[config.mk]
export PLATFORM = sky130hd
export DESIGN_NAME = sound_mixer_flat
export DESIGN_NICKNAME = d
export VERILOG_FILES = /design/src/rtl/sound_mixer_if.sv /design/src/rtl/sound_mixer.sv /design/src/flat_wrapper.sv
export SDC_FILE = /design/constraint.sdc
export NUM_CORES = 2
export LEC_CHECK = 0
export CORE_ASPECT_RATIO = 0.9
export CORE_UTILIZATION = 40
export CTS_CLUSTER_DIAMETER = 50
export DETAILED_ROUTE_END_ITERATION = 16
export PLACE_DENSITY = 0.62
export SLEW_MARGIN = 20
export SYNTH_ARGS = -nofsm -noshare
export SYNTH_HDL_FRONTEND = slang
export SYNTH_HIERARCHICAL = 1
export SYNTH_SLANG_ARGS = --single-unit
[constraint.sdc]
create_clock -name clk -period 7.6 [get_ports clk]
set_clock_uncertainty 0.15 [all_clocks]
set_input_delay 0.76 -clock clk [delete_from_list [all_inputs] [get_ports clk]]
set_output_delay 0.76 -clock clk [all_outputs]
set_load 0.005 [all_outputs]
[src/rtl/sound_mixer_if.sv]
// Register bus between the host I/O decoder and the sound mixer.
//   address   : 4-bit register address
//   read      : read strobe, qualified by cs
//   write     : write strobe, qualified by cs
//   cs        : mixer chip select
//   writedata : 8-bit write data
//   readdata  : 8-bit registered read data, valid the cycle after cs & read
interface sound_mixer_if;
  logic [3:0] address;
  logic       read;
  logic       write;
  logic       cs;
  logic [7:0] writedata;
  logic [7:0] readdata;

  modport master (
    output address, read, write, cs, writedata,
    input  readdata
  );

  modport slave (
    input  address, read, write, cs, writedata,
    output readdata
  );
endinterface

[src/rtl/sound_mixer.sv]
// Time-multiplexed stereo mixer.
//
// sound_mixer_regs : volume / master / sticky status register file.
// sound_mixer      : frame sequencer, MAC datapath, master gain and saturation.
//
// Top ports:
//   clk, rst_n        : system clock, asynchronous active-low reset
//   bus               : register bus (slave side)
//   ce_sample         : one-cycle request for a new output frame
//   in_l, in_r        : NCH packed signed samples, channel k at [k*IN_W +: IN_W]
//   sample_l/sample_r : saturated signed output, held between frames
//   sample_valid      : one-cycle pulse while the new output is first presented
//
// Parameters: NCH in 1..7, OUT_W >= IN_W.
// Register map: 0x0..2*NCH-1 channel volumes (even = left, odd = right),
// 0xE master volume, 0xF status {5'b0, overrun, clip_r, clip_l} (read clears).
// Volume gain is vol/128; every volume resets to 0x80 (unity).

module sound_mixer_regs #(
  parameter int NCH = 4
) (
  input  logic             clk,
  input  logic             rst_n,
  sound_mixer_if.slave     bus,
  input  logic             clip_l_set,
  input  logic             clip_r_set,
  input  logic             ovr_set,
  output logic [7:0]       vol_l [NCH],
  output logic [7:0]       vol_r [NCH],
  output logic [7:0]       master_vol
);
  localparam logic [3:0] A_MASTER = 4'hE;
  localparam logic [3:0] A_STATUS = 4'hF;

  logic [7:0] vol_l_q [NCH];
  logic [7:0] vol_l_d [NCH];
  logic [7:0] vol_r_q [NCH];
  logic [7:0] vol_r_d [NCH];
  logic [7:0] master_q, master_d;
  logic       clip_l_q, clip_l_d;
  logic       clip_r_q, clip_r_d;
  logic       ovr_q, ovr_d;
  logic [7:0] rdata_q, rdata_d;
  logic       wr_en, rd_en, status_clr;

  always_comb begin
    wr_en      = bus.cs & bus.write;
    rd_en      = bus.cs & bus.read;
    status_clr = rd_en & (bus.address == A_STATUS);

    vol_l_d  = vol_l_q;
    vol_r_d  = vol_r_q;
    master_d = master_q;
    if (wr_en) begin
      for (int k = 0; k < NCH; k++) begin
        if (bus.address == 4'(2 * k))     vol_l_d[k] = bus.writedata;
        if (bus.address == 4'(2 * k + 1)) vol_r_d[k] = bus.writedata;
      end
      if (bus.address == A_MASTER) master_d = bus.writedata;
    end

    rdata_d = rdata_q;
    if (rd_en) begin
      rdata_d = 8'h00;
      for (int k = 0; k < NCH; k++) begin
        if (bus.address == 4'(2 * k))     rdata_d = vol_l_q[k];
        if (bus.address == 4'(2 * k + 1)) rdata_d = vol_r_q[k];
      end
      if (bus.address == A_MASTER) rdata_d = master_q;
      if (bus.address == A_STATUS) rdata_d = {5'b00000, ovr_q, clip_r_q, clip_l_q};
    end

    // A new event on the same edge as a clearing read must survive.
    clip_l_d = (clip_l_q & ~status_clr) | clip_l_set;
    clip_r_d = (clip_r_q & ~status_clr) | clip_r_set;
    ovr_d    = (ovr_q    & ~status_clr) | ovr_set;
  end

  always_ff @(posedge clk or negedge rst_n) begin
    if (!rst_n) begin
      for (int k = 0; k < NCH; k++) begin
        vol_l_q[k] <= 8'h80;
        vol_r_q[k] <= 8'h80;
      end
      master_q <= 8'h80;
      clip_l_q <= 1'b0;
      clip_r_q <= 1'b0;
      ovr_q    <= 1'b0;
      rdata_q  <= 8'h00;
    end else begin
      vol_l_q  <= vol_l_d;
      vol_r_q  <= vol_r_d;
      master_q <= master_d;
      clip_l_q <= clip_l_d;
      clip_r_q <= clip_r_d;
      ovr_q    <= ovr_d;
      rdata_q  <= rdata_d;
    end
  end

  assign vol_l        = vol_l_q;
  assign vol_r        = vol_r_q;
  assign master_vol   = master_q;
  assign bus.readdata = rdata_q;
endmodule

// state  | meaning
// IDLE   | waiting for ce_sample; on it latch inputs and clear accumulators
// ACC    | one channel per cycle added into the L and R accumulators
// MASTER | master gain and saturation; result registered into the outputs
// OUT    | new sample visible with sample_valid high; back to IDLE
module sound_mixer #(
  parameter int NCH   = 4,
  parameter int IN_W  = 16,
  parameter int OUT_W = 16
) (
  input  logic                    clk,
  input  logic                    rst_n,
  sound_mixer_if.slave            bus,
  input  logic                    ce_sample,
  input  logic [NCH*IN_W-1:0]     in_l,
  input  logic [NCH*IN_W-1:0]     in_r,
  output logic signed [OUT_W-1:0] sample_l,
  output logic signed [OUT_W-1:0] sample_r,
  output logic                    sample_valid
);
  localparam int ACC_W = IN_W + 9 + $clog2(NCH + 1);
  localparam int IDX_W = $clog2(NCH + 1);
  localparam int SH    = OUT_W - IN_W;
  localparam int P_W   = IN_W + 9;
  // Wide enough for (acc >>> 7) * master followed by the left shift.
  localparam int W_BIG = ACC_W + 9 + SH;

  localparam logic signed [W_BIG-1:0] SAT_MAX = W_BIG'({(OUT_W-1){1'b1}});
  localparam logic signed [W_BIG-1:0] SAT_MIN = ~SAT_MAX;

  localparam logic [1:0] S_IDLE   = 2'd0;
  localparam logic [1:0] S_ACC    = 2'd1;
  localparam logic [1:0] S_MASTER = 2'd2;
  localparam logic [1:0] S_OUT    = 2'd3;

  logic [7:0] vol_l [NCH];
  logic [7:0] vol_r [NCH];
  logic [7:0] master_vol;
  logic       clip_l_set, clip_r_set, ovr_set;

  logic [1:0]              state_q, state_d;
  logic [IDX_W-1:0]        idx_q, idx_d;
  logic signed [IN_W-1:0]  cap_l_q [NCH];
  logic signed [IN_W-1:0]  cap_l_d [NCH];
  logic signed [IN_W-1:0]  cap_r_q [NCH];
  logic signed [IN_W-1:0]  cap_r_d [NCH];
  logic signed [ACC_W-1:0] acc_l_q, acc_l_d;
  logic signed [ACC_W-1:0] acc_r_q, acc_r_d;
  logic signed [OUT_W-1:0] smp_l_q, smp_l_d;
  logic signed [OUT_W-1:0] smp_r_q, smp_r_d;
  logic                    valid_q, valid_d;

  logic signed [IN_W-1:0]  ch_l, ch_r;
  logic [7:0]              cv_l, cv_r;
  logic signed [P_W-1:0]   prod_l, prod_r;
  logic [OUT_W:0]          mst_l, mst_r;

  sound_mixer_regs #(.NCH(NCH)) u_regs (
    .clk        (clk),
    .rst_n      (rst_n),
    .bus        (bus),
    .clip_l_set (clip_l_set),
    .clip_r_set (clip_r_set),
    .ovr_set    (ovr_set),
    .vol_l      (vol_l),
    .vol_r      (vol_r),
    .master_vol (master_vol)
  );

  // Returns {clipped, saturated sample}.
  function automatic logic [OUT_W:0] master_sat(input logic signed [ACC_W-1:0] acc,
                                                input logic [7:0] mvol);
    logic signed [W_BIG-1:0] v;
    v = W_BIG'(acc);
    v = v >>> 7;
    v = v * W_BIG'($signed({1'b0, mvol}));
    v = v >>> 7;
    v = v <<< SH;
    if (v > SAT_MAX)      return {1'b1, SAT_MAX[OUT_W-1:0]};
    else if (v < SAT_MIN) return {1'b1, SAT_MIN[OUT_W-1:0]};
    else                  return {1'b0, v[OUT_W-1:0]};
  endfunction

  always_comb begin
    ch_l = '0;
    ch_r = '0;
    cv_l = 8'h00;
    cv_r = 8'h00;
    for (int k = 0; k < NCH; k++) begin
      if (idx_q == IDX_W'(k)) begin
        ch_l = cap_l_q[k];
        ch_r = cap_r_q[k];
        cv_l = vol_l[k];
        cv_r = vol_r[k];
      end
    end
    // Volume is unsigned: zero-extend before the signed multiply.
    prod_l = P_W'(ch_l) * P_W'($signed({1'b0, cv_l}));
    prod_r = P_W'(ch_r) * P_W'($signed({1'b0, cv_r}));
    mst_l  = master_sat(acc_l_q, master_vol);
    mst_r  = master_sat(acc_r_q, master_vol);
  end

  always_comb begin
    state_d    = state_q;
    idx_d      = idx_q;
    cap_l_d    = cap_l_q;
    cap_r_d    = cap_r_q;
    acc_l_d    = acc_l_q;
    acc_r_d    = acc_r_q;
    smp_l_d    = smp_l_q;
    smp_r_d    = smp_r_q;
    valid_d    = 1'b0;
    clip_l_set = 1'b0;
    clip_r_set = 1'b0;
    ovr_set    = ce_sample & (state_q != S_IDLE);

    case (state_q)
      S_IDLE: begin
        if (ce_sample) begin
          for (int k = 0; k < NCH; k++) begin
            cap_l_d[k] = $signed(in_l[k*IN_W +: IN_W]);
            cap_r_d[k] = $signed(in_r[k*IN_W +: IN_W]);
          end
          acc_l_d = '0;
          acc_r_d = '0;
          idx_d   = '0;
          state_d = S_ACC;
        end
      end
      S_ACC: begin
        acc_l_d = acc_l_q + ACC_W'(prod_l);
        acc_r_d = acc_r_q + ACC_W'(prod_r);
        idx_d   = idx_q + IDX_W'(1);
        if (idx_q == IDX_W'(NCH - 1)) state_d = S_MASTER;
      end
      S_MASTER: begin
        // Outputs load on the way into OUT so they are visible during OUT.
        smp_l_d    = mst_l[OUT_W-1:0];
        smp_r_d    = mst_r[OUT_W-1:0];
        clip_l_set = mst_l[OUT_W];
        clip_r_set = mst_r[OUT_W];
        valid_d    = 1'b1;
        state_d    = S_OUT;
      end
      S_OUT: begin
        state_d = S_IDLE;
      end
      default: begin
        state_d = S_IDLE;
      end
    endcase
  end

  always_ff @(posedge clk or negedge rst_n) begin
    if (!rst_n) begin
      state_q <= S_IDLE;
      idx_q   <= '0;
      for (int k = 0; k < NCH; k++) begin
        cap_l_q[k] <= '0;
        cap_r_q[k] <= '0;
      end
      acc_l_q <= '0;
      acc_r_q <= '0;
      smp_l_q <= '0;
      smp_r_q <= '0;
      valid_q <= 1'b0;
    end else begin
      state_q <= state_d;
      idx_q   <= idx_d;
      cap_l_q <= cap_l_d;
      cap_r_q <= cap_r_d;
      acc_l_q <= acc_l_d;
      acc_r_q <= acc_r_d;
      smp_l_q <= smp_l_d;
      smp_r_q <= smp_r_d;
      valid_q <= valid_d;
    end
  end

  assign sample_l     = smp_l_q;
  assign sample_r     = smp_r_q;
  assign sample_valid = valid_q;
endmodule

[src/flat_wrapper.sv]
// flat-port wrapper written by rule: the top's interface ports become plain ports
module sound_mixer_flat 
#(
  parameter int NCH   = 4,
  parameter int IN_W  = 16,
  parameter int OUT_W = 16
)
  (clk, rst_n, ce_sample, in_l, in_r, sample_l, sample_r, sample_valid, bus_address, bus_read, bus_write, bus_cs, bus_writedata, bus_readdata);
  sound_mixer_if bus_i ();
  input  logic clk;
  input  logic rst_n;
  input  logic ce_sample;
  input  logic [NCH*IN_W-1:0] in_l;
  input  logic [NCH*IN_W-1:0] in_r;
  output logic signed [OUT_W-1:0] sample_l;
  output logic signed [OUT_W-1:0] sample_r;
  output logic sample_valid;
  input wire logic [$bits(bus_i.address)-1:0] bus_address;
  input wire logic [$bits(bus_i.read)-1:0] bus_read;
  input wire logic [$bits(bus_i.write)-1:0] bus_write;
  input wire logic [$bits(bus_i.cs)-1:0] bus_cs;
  input wire logic [$bits(bus_i.writedata)-1:0] bus_writedata;
  output wire logic [$bits(bus_i.readdata)-1:0] bus_readdata;
  assign bus_i.address = bus_address;
  assign bus_i.read = bus_read;
  assign bus_i.write = bus_write;
  assign bus_i.cs = bus_cs;
  assign bus_i.writedata = bus_writedata;
  assign bus_readdata = bus_i.readdata;
  sound_mixer #(.NCH(NCH), .IN_W(IN_W), .OUT_W(OUT_W)) u_core (.clk(clk), .rst_n(rst_n), .bus(bus_i), .ce_sample(ce_sample), .in_l(in_l), .in_r(in_r), .sample_l(sample_l), .sample_r(sample_r), .sample_valid(sample_valid));
endmodule
# Word-level counts from Yosys, hierarchy flattened
# Index checks and enable logic that the tools add are counted.
# W data, S select, Z words.
# word_totals
wordCells,125
n_memories,0
ram_bits,0
mem_bits_ro,0
latch_bits,0
register_bits,305
output_inout_bits,41
# classes
addsub,3
n_shift,0
mux,41
n_bitwise,11
multipliers,4
div_mod_pow,0
n_lt_le_gt_ge,4
reduce_logical,17
eq_ne,17
# ops
op,n
$mux W8,18
$mux W16,8
$pmux W28 S2,2
$mux W17,4
$mul A21 B9 Y30,2
$add A28 B25 Y28,2
$mul A16 B9 Y25,2
$gt A23 B16 Y1 const B,2
$lt A23 B16 Y1 const B,2
$mux W28,1
$reduce_and A2 Y1,12
$eq A4 B3 Y1 const B,4
$eq A4 B2 Y1 const B,2
$eq A4 B4 Y1 const B,2
$pmux W2 S4,1
$and A1 B1 Y1,7
$eq A3 B2 Y1 const B,2
$pmux W3 S2,1
$eq A2 B2 Y1 const B,2
$eq A4 B1 Y1 const B,1
$logic_not A4 Y1,1
$mux W2,2
$reduce_bool A2 Y1,2
$add A3 B1 Y3 const B,1
other kinds (10),14

# Logic depth before layout (Yosys ltp)
# logic_depth
ltp_word,11
depth_mapped,30

# Cells and area by module
# The synthesis kept the hierarchy.
# by_module_without_submodules
module,cells_each,instances,area_each_um2,seq_area_each_um2
sound_mixer,3536,1,32580.0,5555.3
sound_mixer_regs,309,1,4022.6,2088.3

# Worst setup path after synthesis
# Ideal clock, no wire load.
# synth_timing
path_type,reg-to-reg
start,reg u_core.idx_q[0]
end,reg u_core.acc_l_q[26]
arrival_time_ns,6.985
synth_period_minus_slack_ns,7.276
n_path_buf,3
path_stages_with_launch,28
slack_ns,0.324
setup_ns,0.141
t_required_ns,7.309
path_cell_list,dfrtp_1 ha_1 nor3b_1 clkbuf_1 clkbuf_1 a221oi_1 nor3_1 a21oi_1 clkbuf_1 nor2_1 fa_1 fa_1 fa_1 fa_1 inv_1 fa_1 inv_1 ha_1 a21oi_1 o21bai_1 a21o_1 a2111oi_0 o41ai_1 a211oi_1 o211ai_1 a31oi_1 xor2_1 o22ai_1
# synth_between
elab_chain_cells,8
# synth_lines
element,line_no,source
from (decl),sound_mixer.sv:148,"logic [IDX_W-1:0] idx_q, idx_d;"
from (signal assigned),sound_mixer.sv:276,idx_q <= idx_d;
$logic_not A3 Y1,sound_mixer.sv:196,if (idx_q == IDX_W'(k)) begin
$mux W16 / $mux W8 (equally long branches) (4 in series),sound_mixer.sv:196,
$mul A16 B9 Y25 (*),sound_mixer.sv:204,"prod_l = P_W'(ch_l) * P_W'($signed({1'b0, cv_l}));"
$add A28 B25 Y28 (*),sound_mixer.sv:238,acc_l_d = acc_l_q + ACC_W'(prod_l);
$pmux W28 S2 (*),sound_mixer.sv:224,case (state_q)
to (signal assigned),sound_mixer.sv:279,acc_l_q <= acc_l_d;
to (decl),sound_mixer.sv:153,"logic signed [ACC_W-1:0] acc_l_q, acc_l_d;"
# Mark *: on every way between the ends. The rest lies on a longest branch, timed or not.
# A chain may end at the register's enable or synchronous reset.

# Final worst setup path
# layout_timing
start,reg u_core.idx_q[1]
end,reg u_core.acc_r_q[27]
# layout_between
elab_chain_cells,8
# layout_lines
element,line_no,source
$logic_not A3 Y1,sound_mixer.sv:196,
$mux W16 / $mux W8 (equally long branches) (4 in series),sound_mixer.sv:196,
$mul A16 B9 Y25 (*),sound_mixer.sv:205,"prod_r = P_W'(ch_r) * P_W'($signed({1'b0, cv_r}));"
$add A28 B25 Y28 (*),sound_mixer.sv:239,acc_r_d = acc_r_q + ACC_W'(prod_r);
$pmux W28 S2 (*),sound_mixer.sv:224,
to (signal assigned),sound_mixer.sv:280,acc_r_q <= acc_r_d;
to (decl),sound_mixer.sv:154,"logic signed [ACC_W-1:0] acc_r_q, acc_r_d;"
# Marked as above.

==> results.cfg <==
[worst_setup_path]
worst_reg_to_reg_setup_slack_ns = 0.31
cp_slowest_cell = fa_1
crit_arrival_ns = 7.62
critical_path.startpoint = u_core/idx_q[1]
setup.worst_path.start_class = flop
path_delay_family = adder cells
crit_path_frequent_cell = fa_1
worst_r2r_endpoint = u_core/acc_r_q[27]
worstPathRequired_ns = 7.93
cp_max_fo = 11
worst-setup-path-type = flop to flop
setup.worst_path.end_class = flop
crit_cells = 28
crit_buf_inv = 7
rr_worst_depth = 28
regToRegStartpoint = u_core/idx_q[1]
worstSetupEndpoint = u_core/acc_r_q[27]
critical-path-max-stage-delay_ns = 0.56

[detailed_routing]
detailroute.via_count = 26200
route.final.wire_length_um = 89500
dr.pass1.iters = 5
average_routed_wire_per_standard_cell_um = 17.1
ant_nets = 0
first_iter_violations = 1777
vias_per_cell = 5.00
route.detailed.drc = 0

[global_routing]
grt_start_max_net_pins = 158
number_of_global_route_vias_before_repair = 26300
first_pass_grt_wire_length_um = 145000
initial_antenna_violation_count = 3
global_route.overflow_total = 0
globalRouteTotalUtil = 0.195

[yosys]
synth_top_cells_by_area = fa_1 (28%), dfrtp_1 (20%), ha_1 (8.3%)
synth_edf_count = 0
synthDistinctLibCells = 106
postSynth.asyncResetShare = 1.00
synth.most_common_cell = inv_1
synth_top_area_share = 0.283
synth_common_cells = inv_1 (775), fa_1 (518), nand2_1 (341)
post_synth_instance_area_um2 = 36600
synth-warning-count = 6
syn-num-nets = 4751
ys_seq_elements = 305
synth_cells = 3845
synth_seq_area_share = 0.209
synth_top_flop_cell = dfrtp_1
synth_top_area_cell = fa_1
post_synth.cell_area_avg_um2 = 9.52

[cts]
clock-root-buffer = clkbuf_16
worst_setup_hold_path_clk_slew_ns = 0.06
clk_latency_ns = 0.61
numCtsBuffers = 42
htreeDepth = 2
cts_tree = built
cts_buffer_depth = 3
numClockSinks = 305

[timing]
worst_pin_slew_ns = 0.908
fin_crit_ns = 7.29
totalNegativeSetupSlack_ns = 0
setup-violations-final = 0
maxSlewHeadroom = 0.395
timing.final.crit_share = 0.959
fin_hold_ws_ns = -0.00488
timing.final.hold_violations = 1
grt_setup_unrepaired = false
final_slew_viol_count = 0
max_clock_freq_mhz = 137

[floorplanning]
fp.dieArea_um2 = 92700
die_height_um = 289
floorplan.initialDensity = 0.406
fp.dieW_um = 321
placementRows = 104
pin_count = 187
core_area_um2 = 90000

[place]
place_congestion = 0.878
place.port_buffers = 186
dpl.hpwl_um = 72500
detailed_place.area_um2 = 40000

[run]
max_cap_viols = 0

[final_layout]
layout.nets = 4900
drive_gt1_frac = 0.118
area_delta_synth_final_pct = 14.0
postLayoutCellArea_um2 = 41700
antenna_cells_inserted = 0

[outcome]
outcome = complete, but fails checks
violations = negative hold slack

[worst_hold_path]
hold_path.class = input port to asynchronous set/reset pin
state kept, by name, summed over array words and instances, names as in the netlist:
name                        flops
u_core/u_regs/vol_r            32
u_core/acc_l_q                 28
u_core/u_regs/bus.readdata      8
u_core/u_regs/ovr_q             1
u_core/u_regs/master_vol        8
u_core/u_regs/vol_l            32
u_core/state_q                  2
u_core/cap_r_q                 64
u_core/u_regs/clip_r_q          1
u_core/sample_valid             1
u_core/u_regs/clip_l_q          1
u_core/cap_l_q                 64
u_core/idx_q                    3
u_core/acc_r_q                 28
u_core/sample_r                16
u_core/sample_l                16
worst min-delay path by stage:
stage          slack [ns]                     end  cells past startpoint
2_1_floorplan        0.30  u_core/u_regs/clip_r_q                      1
3_3_place_gp         0.32     u_core/sample_l[15]                      2
3_5_place_dp         0.32     u_core/sample_r[15]                      2
4_1_cts              0.03     u_core/sample_l[15]                      1
5_1_grt              0.06     u_core/sample_l[15]                      1
6_report           -0.005     u_core/sample_l[15]                      1
area by class of cell:
| type | count | area (um2) |
|---|---|---|
| clock buffer | 46 | 1090 |
| timing repair buffer | 268 | 2630 |
| sequential | 305 | 7650 |
| multi-input combinational | 2601 | 25500 |
| clock inverter | 30 | 400 |
| fill | 8573 | 48300 |
| inverter | 776 | 2910 |
| tap | 1219 | 1530 |
timing repair:
item,CTS,global route
endpoints found under the hold margin,0,0
buffers inserted,0,8
endpoints found under the setup margin,0,16
resized for setup,0,28
hold buffers,0,0
cell families (layout without fill, tap and decap cells):
family                     count (synthesis)  after routing  share of synthesized area
buffers and inverters                    939           1120                     0.0981
adders and majority gates                760            760                      0.366
muxes                                    219            219                     0.0683
xor gates and xnor gates                  79             79                     0.0196
DFF                                      305            305                      0.209
AOI/OAI and AO/OA                        552            552                      0.110
and+or+nand+nor                          991            991                      0.129
per-layer routing:
| metal | routed length, um | GRT usage |
|---|---|---|
| met5 | 27 | 0 |
| met4 | 1690 | 0.0433 |
| met3 | 4310 | 0.0270 |
| met2 | 37000 | 0.284 |
| met1 | 46400 | 0.303 |
cell usage in the layout (no fill, tap or decap), types with 10 or more instances in the layout:
master,n
inv_1,775
fa_1,517
nand2_1,338
dfrtp_1,294
nor2_1,254
ha_1,239
mux2_2,194
clkdlybuf4s50_1,185
and2_1,175
a21oi_1,99
a21o_1,72
buf_4,68
nor3_1,64
o21ai_0,59
a221oi_1,46
clkbuf_16,43
xnor2_1,41
nand2b_1,40
o22ai_1,40
xor2_1,36
a311oi_1,20
o21a_1,18
nor2b_1,17
nand3_1,17
a21oi_2,16
o211ai_1,16
mux2i_1,15
o21bai_1,14
nand4_1,10
a31oi_1,10
a211oi_1,10
o32ai_1,10
through the flow:
step | setup slack (ns) | cells | hold WS (ns) | util
floorplan | 0.324 | 3845 | 0.299 | -
global placement | 0.240 | 5161 | 0.320 | 0.445
detailed placement | 0.137 | 5161 | 0.324 | 0.445
CTS | 0.129 | 5237 | 0.0312 | 0.461
global route | 0.00221 | 5245 | 0.0552 | 0.463
finish | 0.311 | 5245 | -0.00488 | 0.463
Power is left out: the tool's default activity adds up to more than one toggle a clock period on the data nets, which glitch-free logic cannot reach.
